$ cat src/rtl/hazard_ctrl_pkg.sv
// ---------------------------------------------------------------------------
// hazard_ctrl_pkg
// Shared pipeline definitions: forwarding-select encodings, mult/div latency
// defaults and the mult/div counter width.
// ---------------------------------------------------------------------------
package hazard_ctrl_pkg;

   // forwarding select: where an operand comes from
   localparam logic [1:0] FWD_RF  = 2'd0;   // register file (no forward)
   localparam logic [1:0] FWD_MEM = 2'd1;   // result sitting in MEM
   localparam logic [1:0] FWD_WB  = 2'd2;   // result sitting in WB

   // mult/div busy-cycle defaults
   localparam int MULT_CYC_DEF = 5;
   localparam int DIV_CYC_DEF  = 10;

   // counter width; must hold the largest of the two latencies
   localparam int MD_CNT_W = 4;

endpackage

$ cat src/rtl/hazard_ctrl_md_timer.sv
// ---------------------------------------------------------------------------
// md_timer
// Occupancy counter for the multi-cycle mult/div unit. A start while idle
// loads the op latency; the count then runs down to zero, one per cycle.
//   clk    in  1  pipeline clock
//   rst_n  in  1  async active-low reset; aborts any running op
//   start  in  1  op starts this cycle (ignored while busy)
//   div    in  1  1 = divide latency, 0 = multiply latency
//   busy   out 1  unit occupied (count != 0)
// ---------------------------------------------------------------------------
module md_timer
   import hazard_ctrl_pkg::*;
#(
   parameter int MULT_CYC = MULT_CYC_DEF,
   parameter int DIV_CYC  = DIV_CYC_DEF
) (
   input  logic clk,
   input  logic rst_n,
   input  logic start,
   input  logic div,
   output logic busy
);

   localparam logic [MD_CNT_W-1:0] L_MULT = MD_CNT_W'(MULT_CYC);
   localparam logic [MD_CNT_W-1:0] L_DIV  = MD_CNT_W'(DIV_CYC);

   logic [MD_CNT_W-1:0] r_md_cnt;

   // a start while busy is dropped: the running op has priority
   always_ff @(posedge clk or negedge rst_n) begin
      if (!rst_n)
         r_md_cnt <= '0;
      else if (r_md_cnt != '0)
         r_md_cnt <= r_md_cnt - 1'b1;
      else if (start)
         r_md_cnt <= div ? L_DIV : L_MULT;
   end

   assign busy = (r_md_cnt != '0);

endmodule

$ cat src/rtl/hazard_ctrl.sv
// ---------------------------------------------------------------------------
// hazard_ctrl
// Pipeline hazard unit: load-use / Tuse-Tnew stall detection, D- and E-stage
// forwarding selects, mult/div structural stall and a saturating stall-cycle
// counter.
//   clk, rst_n                 clock, async active-low reset
//   rs_D, rt_D, Tuse_rs/rt_D   D-stage sources and their use times
//   rs_E, rt_E                 E-stage sources
//   A3_E/M/W, RegWrite_E/M/W   destination + write enable per stage
//   Tnew_E, Tnew_M             cycles until that stage's result is ready
//   md_start_E, md_div_E       mult/div launch in E and its kind
//   md_D                       D-stage instruction needs mult/div or HI/LO
//   stall_F, stall_D, flush_E  freeze PC, IF/ID; bubble into ID/EX
//   fwd_rs/rt_D, fwd_rs/rt_E   forwarding selects (FWD_RF/MEM/WB)
//   md_busy                    mult/div unit occupied
//   stall_cnt                  saturating count of stall cycles
// ---------------------------------------------------------------------------
module hazard_ctrl
   import hazard_ctrl_pkg::*;
#(
   parameter int MULT_CYC = MULT_CYC_DEF,
   parameter int DIV_CYC  = DIV_CYC_DEF
) (
   input  logic        clk,
   input  logic        rst_n,
   input  logic [4:0]  rs_D,
   input  logic [4:0]  rt_D,
   input  logic [1:0]  Tuse_rs_D,
   input  logic [1:0]  Tuse_rt_D,
   input  logic [4:0]  rs_E,
   input  logic [4:0]  rt_E,
   input  logic [4:0]  A3_E,
   input  logic [4:0]  A3_M,
   input  logic [4:0]  A3_W,
   input  logic        RegWrite_E,
   input  logic        RegWrite_M,
   input  logic        RegWrite_W,
   input  logic [1:0]  Tnew_E,
   input  logic [1:0]  Tnew_M,
   input  logic        md_start_E,
   input  logic        md_div_E,
   input  logic        md_D,
   output logic        stall_F,
   output logic        stall_D,
   output logic        flush_E,
   output logic [1:0]  fwd_rs_D,
   output logic [1:0]  fwd_rt_D,
   output logic [1:0]  fwd_rs_E,
   output logic [1:0]  fwd_rt_E,
   output logic        md_busy,
   output logic [31:0] stall_cnt
);

   // $0 is hard-wired zero, so it never carries a dependency
   function automatic logic dep(input logic [4:0] r, input logic [4:0] a3,
                                input logic we);
      return (r != 5'd0) && we && (a3 == r);
   endfunction

   // M wins over W; M only forwards once its result is ready (Tnew_M == 0)
   function automatic logic [1:0] fwd_sel(input logic [4:0] r);
      if (dep(r, A3_M, RegWrite_M) && (Tnew_M == 2'd0))
         return FWD_MEM;
      else if (dep(r, A3_W, RegWrite_W))
         return FWD_WB;
      else
         return FWD_RF;
   endfunction

   logic w_stall_rs, w_stall_rt, w_data_stall, w_md_stall, w_stall;

   // stall when the producer's result arrives later than the consumer needs it
   assign w_stall_rs = (dep(rs_D, A3_E, RegWrite_E) && (Tnew_E > Tuse_rs_D)) ||
                       (dep(rs_D, A3_M, RegWrite_M) && (Tnew_M > Tuse_rs_D));
   assign w_stall_rt = (dep(rt_D, A3_E, RegWrite_E) && (Tnew_E > Tuse_rt_D)) ||
                       (dep(rt_D, A3_M, RegWrite_M) && (Tnew_M > Tuse_rt_D));
   assign w_data_stall = w_stall_rs | w_stall_rt;

   // an op launching in E counts as busy already for the D-stage consumer
   assign w_md_stall = md_D & (md_busy | md_start_E);
   assign w_stall    = w_data_stall | w_md_stall;

   assign stall_F = w_stall;
   assign stall_D = w_stall;
   assign flush_E = w_stall;

   assign fwd_rs_D = fwd_sel(rs_D);
   assign fwd_rt_D = fwd_sel(rt_D);
   assign fwd_rs_E = fwd_sel(rs_E);
   assign fwd_rt_E = fwd_sel(rt_E);

   md_timer #(
      .MULT_CYC (MULT_CYC),
      .DIV_CYC  (DIV_CYC)
   ) u_md_timer (
      .clk   (clk),
      .rst_n (rst_n),
      .start (md_start_E),
      .div   (md_div_E),
      .busy  (md_busy)
   );

   logic [31:0] r_stall_cnt;

   always_ff @(posedge clk or negedge rst_n) begin
      if (!rst_n)
         r_stall_cnt <= '0;
      else if (stall_D && (r_stall_cnt != 32'hFFFF_FFFF))
         r_stall_cnt <= r_stall_cnt + 32'd1;
   end

   assign stall_cnt = r_stall_cnt;

endmodule
$ cat config.mk
export PLATFORM = sky130hd
export DESIGN_NAME = hazard_ctrl
export DESIGN_NICKNAME = d
export VERILOG_FILES = /design/src/rtl/hazard_ctrl_pkg.sv /design/src/rtl/hazard_ctrl_md_timer.sv /design/src/rtl/hazard_ctrl.sv
export SDC_FILE = /design/constraint.sdc
export NUM_CORES = 1
export LEC_CHECK = 0
export BUFFER_PORTS_ARGS = -buffer_cell sky130_fd_sc_hd__buf_2
export CAP_MARGIN = 10
export CORE_UTILIZATION = 52
export CTS_BUF_LIST = sky130_fd_sc_hd__clkbuf_8
export CTS_CLUSTER_SIZE = 10
export DETAILED_ROUTE_END_ITERATION = 16
export GPL_ROUTABILITY_DRIVEN = 0
export GPL_TIMING_DRIVEN = 0
export PLACE_DENSITY = 0.83
export SLEW_MARGIN = 10
export SYNTH_ARGS = -nofsm -noshare
export SYNTH_HDL_FRONTEND = slang
export SYNTH_SLANG_ARGS = --single-unit
$ cat constraint.sdc
create_clock -name clk -period 2.8 [get_ports clk]
set_input_delay 0.14 -clock clk [delete_from_list [all_inputs] [get_ports clk]]
set_output_delay 0.14 -clock clk [all_outputs]
set_load 0.03 [all_outputs]
==> results of run 1 <==
[layer usage]
metal	share of wire	wire length (µm)
met1	0.44	2960
met3	0.062	422
met2	0.48	3300
met5	0	0
met4	0.018	121
[worst max-delay path, delay by kind of cell (launching register included)]
kind	cells	cell delay (ns)
compound gates	2	0.39
fa+ha+maj	1	0.18
buf+inv	5	0.62
flops	1	0.43
simple gates	2	0.54
[cells in the mapped netlist, types with 3 or more instances]
master    number  area share
xnor2_1       51        0.16
nand3_1       13       0.024
and4_1         4       0.013
xor2_1        27       0.087
or4_1          6       0.016
nor2_1        10       0.014
dfrtp_1       36        0.33
nand4_1       12       0.027
nor4b_1        3      0.0096
nor4_1        17       0.039
clkbuf_1       9       0.012
nor2b_1        4      0.0092
o21ai_0        7       0.013
and3_1         4      0.0092
buf_4          4       0.011
nor3_1        14       0.026
nand2_1       25       0.034
inv_1         11       0.015
ha_1          11       0.050
[layout by cell type, fill, tap and decap left out, types with 3 or more instances in the layout]
master,n
inv_1,10
nor4_1,17
nor2_1,10
clkbuf_1,9
nand2_1,25
o21ai_0,7
nand4_1,12
nand3_1,13
or4_1,6
and3_1,4
dfrtp_1,36
buf_2,87
nor3_1,14
and4_1,4
nor4b_1,3
xor2_1,27
xnor2_1,51
clkbuf_8,7
nor2b_1,4
buf_4,6
ha_1,11
[metrics by stage]
step | area (µm²) | std cells | util | worst slack, ns | setup TNS [ns]
floorplan | 2730 | 300 | - | 0.00754 | 0
global placement | 3250 | 455 | 0.640 | -0.00344 | -0.00344
detailed placement | 3250 | 455 | 0.640 | -0.0350 | -0.203
CTS | 3390 | 464 | 0.668 | 0.0427 | 0
global route | 3410 | 466 | 0.673 | 0.0144 | 0
finish | 3410 | 466 | 0.673 | 0.211 | 0
[area by class of cell]
cell class	instances	share of cell area
Clock inverter	1	0.00879
Sequential cell	36	0.264
Timing Repair Buffer	88	0.132
Buffer	16	0.0227
Multi-Input combinational cell	237	0.507
Inverter	11	0.0121
Clock buffer	7	0.0282
Tap cell	70	0.0257
[report_power, final]
group          leakage, nW  internal (mW)  switching, mW
clock               0.0645          0.314          0.182
sequential           0.453          0.632          0.147
combinational         1.07          0.312          0.471
[flip-flops by register name, summed over array words and instances (netlist names)]
signal	count
stall_cnt	32
u_md_timer.r_md_cnt	4
[kinds of logic after synthesis]
family / count (synthesis)
compound gates: 23
xor+xnor: 78
fa+ha+maj: 11
buf+inv: 27
flops: 36
mux: 4
simple gates: 121
[path summary, 6_finish.rpt]
check / start / endpoint / slack [ns] / cells after the start
hold reg to reg: stall_cnt[21] / stall_cnt[21] / 0.49 / 1
hold / removal: md_div_E / u_md_timer.r_md_cnt[2] / 0.15 / 3
max in group asynchronous: rst_n / stall_cnt[16] / 1.82 / 2
setup reg to reg: u_md_timer.r_md_cnt[0] / stall_cnt[30] / 0.28 / 11
setup / recovery: u_md_timer.r_md_cnt[0] / stall_D / 0.21 / 10
min in group asynchronous: rst_n / stall_cnt[14] / 0.48 / 2
[what timing repair did]
| item | in CTS | in global routing |
|---|---|---|
| setup buffers | 0 | 2 |
| hold buffers | 1 | 0 |
| setup endpoints to repair | 12 | 17 |
| endpoints found under the hold margin | 36 | 0 |
| resized for setup | 1 | 3 |
==> results.toml, run 1 <==
[worst_setup_path]
worstPathArrival_ns = 2.45
critPathMostFrequentCell = "inv_1"
startpoint_type = "flop"
cpPeakStageDelay_ns = 0.43
crit_chain = "inv_1, ha_1, nor3b_4, inv_1, o21ai_0, o41a_1, nor4b_4, inv_2, buf_4, buf_2"
endpoint_kind = "output pin"
crit_type = "reg -> out"
slowest_stage = "dfrtp_1"
worst-endpoint-required_ns = 2.66
crit_fanout = 5

[pwr]
power_density_mw_per_mm2 = 603
p_total_mw = 2.06
p_leak_nw = 1.59
irDropWorstVdd_mv = 0.450

[cells_and_area]
layout-drive-gt1-share = 0.275
nFillCells = 435
nets = 457
area_growth_pct = 24.9
multi_input_comb_area_mm2 = 0.00173
seqCellArea_um2 = 901
antenna_cells = 0

[placement]
place_hpwl_um = 5210
io_buffers = 85

[cts]
cts_tree = "built"
root_buffer = "clkbuf_8"
cts_buffer_depth = 2
h-tree-depth = 2
path_clk_slew_ns = 0.07
clkLatencyLatePin_ns = 0.29
cts.sinks = 36
cts_inserted_buffers = 5

[sta]
hold_viol = 0
rsz0062_at_grt = "no"
fmax_mhz = 386
finalCritPeriodShare = 0.925
setup_viol = 0
worst_pin_slew_ns = 0.800
slew_violations = 0
fin_hold_ws_ns = 0.146
relSlewSlack = 0.467
period_minus_slack_ns = 2.59
skew_ns = 0.00602

[yosys]
synthSimpleGateAreaFrac = 0.249
synth_cell_type_count = 43
synth-edff-count = 0
syn_area_per_cell_um2 = 9.11
synthArstFlopShare = 1.00
synthAdderAreaFrac = 0.0503
ys.flop_type = "dfrtp_1"
syn_nets = 362
synth_area_mm2 = 0.00273
synth.area.mux_share = 0.0160
synth_compound_area_frac = 0.0613
synth_seq_cells = 36
synth-xor-area-share = 0.250
synth_top_family_by_area = "XOR/XNOR gates"
ys_seq_area_frac = 0.330
syn_inst = 300
yosysWarnings = 0

[global_route]
grt.overflow.total = 0
use_met1 = 0.319
grt_pass1_vias = 2276
busiest_layer = "met2"
grt_max_degree = 37
grtUsageMet3 = 0.0650
grt_usage = 0.248
grt_pass1_wl_um = 10500
antenna_found_initial = 0
gr-usage-met2 = 0.418

[die]
start_util = 0.539
num_rows = 26
coreArea_mm2 = 0.00507
die_width_um = 74.5
pin_count = 95
die_h_um = 74.5
dieArea_mm2 = 0.00555

[routing]
first_pass_iters = 4
wl_um = 6810
drc = 0
drt-initial-drc-count = 148
via_per_inst = 5.56
vias = 2590
ant_nets = 0
wire_per_inst_um = 14.6

[job]
drv_cap = 0

[hold_path]
hold_path_class = "in -> reg"

[outcome]
status = "complete, no violations"
(Power assumes the default switching activity.)
==> inputs of run 2 (changes only) <==
--- a/config.mk
+++ b/config.mk
@@ -5,9 +5,10 @@
 export SDC_FILE = /design/constraint.sdc
 export NUM_CORES = 1
 export LEC_CHECK = 0
+export ABC_AREA = 1
 export BUFFER_PORTS_ARGS = -buffer_cell sky130_fd_sc_hd__buf_2
 export CAP_MARGIN = 10
-export CORE_UTILIZATION = 52
+export CORE_UTILIZATION = 55
 export CTS_BUF_LIST = sky130_fd_sc_hd__clkbuf_8
 export CTS_CLUSTER_SIZE = 10
 export DETAILED_ROUTE_END_ITERATION = 16
==> results.toml, run 2 <==
[outcome]
status = "complete, no violations"

[worst_setup_path]
crit_cells = 12
crit_chain = "inv_1, ha_1, nand2_2, nor2_4, inv_2, or2_4, nand2_1, and2_1, nand2_2, buf_4, buf_4, buf_2"
crit_type = "reg -> out"
path_buf_inv = 5
slowest_stage = "dfrtp_1"
crit_fanout = 12
crit_family = "simple AND/OR/NAND/NOR gates"
worst-endpoint-required_ns = 2.66
worstPathArrival_ns = 2.35
r2r_cells = 12
endpoint_kind = "output pin"
startpoint_type = "flop"
cpPeakStageDelay_ns = 0.36

[cells_and_area]
final_design_area_no_fill_mm2 = 0.00413
layout-drive-gt1-share = 0.199
nFillCells = 518
nets = 704
largest_reg_flops = 32
area_growth_pct = 19.0
layout_common_cells = "180 x nand2_1, 98 x buf_2, 67 x inv_1"
final_common_cell = "nand2_1"
antenna_cells = 0

[die]
start_util = 0.579
num_rows = 28
dieArea_mm2 = 0.00663
coreArea_mm2 = 0.00599
die_h_um = 81.4
die_width_um = 81.4
pin_count = 95

[global_route]
grt_pass1_vias = 3559
grt_max_degree = 37
grt.overflow.total = 0
grt_pass1_wl_um = 16200
grt_usage = 0.313
antenna_found_initial = 0

[pwr]
irDropWorstVdd_mv = 0.499
power_density_mw_per_mm2 = 426
p_leak_nw = 2.31

[yosys]
netlist_top_cells_count = "180 x nand2_1, 65 x inv_1, 51 x nor2_1, 48 x nand3_1, 36 x dfrtp_1"
yosysWarnings = 0
syn_area_per_cell_um2 = 6.41
synth_area_mm2 = 0.00347
synth_top_area_frac = 0.260
syn_inst = 541
ys_seq_area_frac = 0.260
synth_cell_type_count = 39
synth_seq_cells = 36
synthArstFlopShare = 1.00
synth_top_area_cell = "dfrtp_1"
synthTopCellsByArea = "dfrtp_1 26%, nand2_1 19%, inv_1 7.0%, nand3_1 6.9%, xor2_1 6.3%"
synth-edff-count = 0
ys.flop_type = "dfrtp_1"
synth.most_common_cell = "nand2_1"
syn_nets = 603

[routing]
first_pass_iters = 6
drt-initial-drc-count = 272
wl_um = 9670
via_per_inst = 5.56
wire_per_inst_um = 13.5
drc = 0
vias = 3993
ant_nets = 0

[sta]
rsz0062_at_grt = "no"
setup_viol = 0
skew_ns = 0.00863
finalCritPeriodShare = 0.889
slew_violations = 0
relSlewSlack = 0.463
hold_viol = 0
worst_pin_slew_ns = 0.806
setup-tns-final_ns = 0
fmax_mhz = 402
fin_hold_ws_ns = 0.177
period_minus_slack_ns = 2.49

[cts]
h-tree-depth = 2
cts.sinks = 36
path_clk_slew_ns = 0.06
cts_setup_buffers = 0
cts_buffer_depth = 2
clkLatencyLatePin_ns = 0.29
root_buffer = "clkbuf_8"
cts_inserted_buffers = 5
cts_tree = "built"

[job]
drv_cap = 0

[hold_path]
hold_path_class = "in -> reg"
holdPathStages = 3

[placement]
io_buffers = 93
place_hpwl_um = 7800
dpl_cell_area_mm2 = 0.00403
-- run 2: path summary, 6_finish.rpt --
check / slack, ns / to / startpoint
worst max-delay path: 0.31 / stall_F / u_md_timer.r_md_cnt[0]
worst min-delay path: 0.18 / u_md_timer.r_md_cnt[2] / md_start_E
worst max register to register: 0.76 / stall_cnt[30] / u_md_timer.r_md_cnt[0]
worst min register to register: 0.55 / stall_cnt[30] / stall_cnt[30]
max in group asynchronous: 1.80 / stall_cnt[19] / rst_n
min in group asynchronous: 0.48 / stall_cnt[18] / rst_n
-- run 2: worst register-to-register path, stage by stage (launching register included) --
cell	delay (ns)
dfrtp_1	0.36
inv_1	0.14
ha_1	0.19
nand2_2	0.07
nor2_4	0.13
inv_2	0.07
or2_4	0.25
nand2_1	0.10
and2_1	0.14
nand2_2	0.12
buf_2	0.22
nand3_1	0.10
nand2_1	0.06
-- run 2: what timing repair did --
item                       4_1_cts  5_1_grt
hold buffers                     1        0
setup endpoints to repair        0        0
gates resized for setup          0        0
hold endpoints to repair        36        0
-- run 2: where the power goes --
group          leakage, nW  switching [mW]  internal [mW]
sequential           0.489          0.0758          0.588
combinational         1.76           0.458          0.269
clock               0.0538           0.175          0.193
total                 2.31           0.709           1.05
-- run 2: cell type report --
cell class	instances	area [µm²]	area share
inverter	67	251	0.0609
sequential	36	901	0.218
clock inverter	2	7.51	0.00182
timing repair buffer	94	475	0.115
tap	75	93.8	0.0227
clock buffer	6	82.6	0.0200
multi-input combinational	426	2230	0.541
buffer	12	85.1	0.0206
-- run 2: through the flow --
| step | cells | power, mW | setup slack, ns | utilization |
|---|---|---|---|---|
| floorplan | 541 | 1.17 | 0.612 | - |
| global placement | 709 | 1.36 | 0.668 | 0.673 |
| detailed placement | 709 | 1.40 | 0.608 | 0.673 |
| CTS | 718 | 1.77 | 0.293 | 0.689 |
| global route | 718 | 1.89 | 0.121 | 0.689 |
| finish | 718 | 1.76 | 0.310 | 0.689 |
-- run 2: cells by family after synthesis --
kind of cell               share of synthesized area
adders and majority gates                     0.0397
xor gates and xnor gates                       0.109
buffers and inverters                         0.0970
AOI/OAI and AO/OA                             0.0829
DFF                                            0.260
and+or+nand+nor                                0.412
-- run 2: routing by layer --
metal  wire (µm)  vias to the layer above  track usage  part of all wire
met3         753                       40       0.0389             0.078
met2        4400                      190        0.515              0.46
li1            -                     1931            -                 -
met1        4300                     1832        0.431              0.45
met4         210                        0       0.0821             0.022
met5           0                        -            0                 0
==> inputs of run 3 (changes only) <==
==> constraint.sdc (replaced) <==
create_clock -name clk -period 2.8 [get_ports clk]
set_input_delay 0.7 -clock clk [delete_from_list [all_inputs] [get_ports clk]]
set_output_delay 0.7 -clock clk [all_outputs]
set_load 0.03 [all_outputs]
==> results.toml, run 3 (synthesis gave the netlist of run 2 again) <==
[sta]
relSlewSlack = 0.480
skew_ns = 0.00738
period_minus_slack_ns = 2.72
worst_pin_slew_ns = 0.780
slew_violations = 0
hold_viol = 0
fmax_mhz = 367
rsz0062_at_grt = "no"
worst_slack_ns = 0.0751
finalCritPeriodShare = 0.973
setup_viol = 0
setup-tns-final_ns = 0
fin_hold_ws_ns = 0.488

[worst_setup_path]
crit_chain = "inv_2, ha_2, nand2_2, nor2_4, inv_2, or2_4, nand2_4, and2_4, nand2_4, buf_4, buf_6"
crit_family = "simple AND/OR/NAND/NOR gates"
slowest_stage = "dfrtp_1"
worst-endpoint-required_ns = 2.10
crit_type = "reg -> out"
r2r_cells = 13
critPathLaunch = "u_md_timer.r_md_cnt[0]"
r2r-end = "stall_cnt[28]"
cpPeakStageDelay_ns = 0.37
regToRegSetupSlack_ns = 0.68
r2r-start = "u_md_timer.r_md_cnt[0]"
worstPathArrival_ns = 2.02
path_buf_inv = 4
endpoint_kind = "output pin"
crit_fanout = 5
startpoint_type = "flop"

[die]
num_rows = 28
die_h_um = 81.4
dieArea_mm2 = 0.00663
die_width_um = 81.4
start_util = 0.579
pin_count = 95
coreArea_mm2 = 0.00599

[cts]
root_buffer = "clkbuf_8"
cts_tree = "built"
cts_buffer_depth = 2
path_clk_slew_ns = 0.07
clkLatencyLatePin_ns = 0.29
ctsHoldBuffers = 0
h-tree-depth = 2
cts.sinks = 36
cts_inserted_buffers = 5

[cells_and_area]
nFillCells = 545
final_core_util = 0.707
area_growth_pct = 22.1
layout_common_cells = "179 x nand2_1, 96 x buf_2, 63 x inv_1"
antenna_cells = 0
largest_reg_flops = 32
nets = 709
final_common_cell = "nand2_1"
layout-drive-gt1-share = 0.227

[routing]
wl_um = 9680
first_pass_iters = 6
drt-initial-drc-count = 263
vias = 3932
wire_per_inst_um = 13.4
drc = 0
via_per_inst = 5.45
ant_nets = 0

[global_route]
antenna_found_initial = 0
grt.overflow.total = 0
grt_max_degree = 37
grt_usage = 0.304
grt_pass1_vias = 3589
grt_pass1_wl_um = 15700

[placement]
place_hpwl_um = 7780
dp_slack_ns = -0.215
io_buffers = 93

[pwr]
power_density_mw_per_mm2 = 425
p_leak_nw = 2.33
irDropWorstVdd_mv = 0.546

[outcome]
status = "complete, no violations"

[job]
drv_cap = 0

[hold_path]
hold_path_class = "in -> async"
run 3: per-stage QoR:
step / total power, mW / instance area (µm²) / std cells
3_5_place_dp: 1.40 / 4060 / 709
2_1_floorplan: 1.18 / 3500 / 541
5_1_grt: 1.92 / 4240 / 722
6_report: 1.80 / 4240 / 722
4_1_cts: 1.74 / 4150 / 716
3_3_place_gp: 1.36 / 4060 / 709
run 3: how the worst max path moves through the flow:
stage / cells after the start / slack [ns] / to
3_5_place_dp: 14 / -0.21 / stall_D
6_report: 11 / 0.08 / stall_D
2_1_floorplan: 4 / 0.11 / fwd_rs_E[1]
4_1_cts: 11 / 0.009 / stall_D
3_3_place_gp: 14 / -0.17 / stall_D
5_1_grt: 11 / 0.004 / stall_D
run 3: worst reg2reg max path, cell delays in order, from the launching register on:
cell and delay [ns]:
dfrtp_1 0.37, inv_2 0.10, ha_2 0.18, nand2_2 0.06, nor2_4 0.15, inv_2 0.07, or2_4 0.26, nand2_4 0.07
and2_4 0.15, nand2_4 0.06, buf_4 0.18, buf_2 0.20, nand3_1 0.11, nand2_1 0.06
run 3: routing by layer:
metal  share of wire  vias up  global-route usage  routed length [µm]
met5               0        -                   0                   0
met3           0.085       27              0.0600                 824
met1            0.44     1770               0.409                4270
met2            0.46      182               0.501                4460
met4           0.013        0              0.0732                 124
li1                -     1953                   -                   -
run 3: what timing repair did:
action	in CTS	in global routing
endpoints found under the setup margin	3	3
buffers inserted	1	6
pin swaps	1	5
cloned	0	0
gates resized for setup	4	15
run 3: power breakdown:
group,total (mW),internal (mW),switching [mW]
sequential,0.669,0.589,0.0806
clock,0.340,0.165,0.175
combinational,0.791,0.318,0.473
run 3: layout make-up:
class                   count  area (µm²)  area share
repair buffers            100         531       0.125
well taps                  75        93.8      0.0221
flip-flops and latches     36         901       0.213
multi-input cells         426        2310       0.544
clock inverters             2        8.76     0.00207
inverters                  67         251      0.0593
plain buffers              11        77.6      0.0183
clock buffers               5        68.8      0.0162
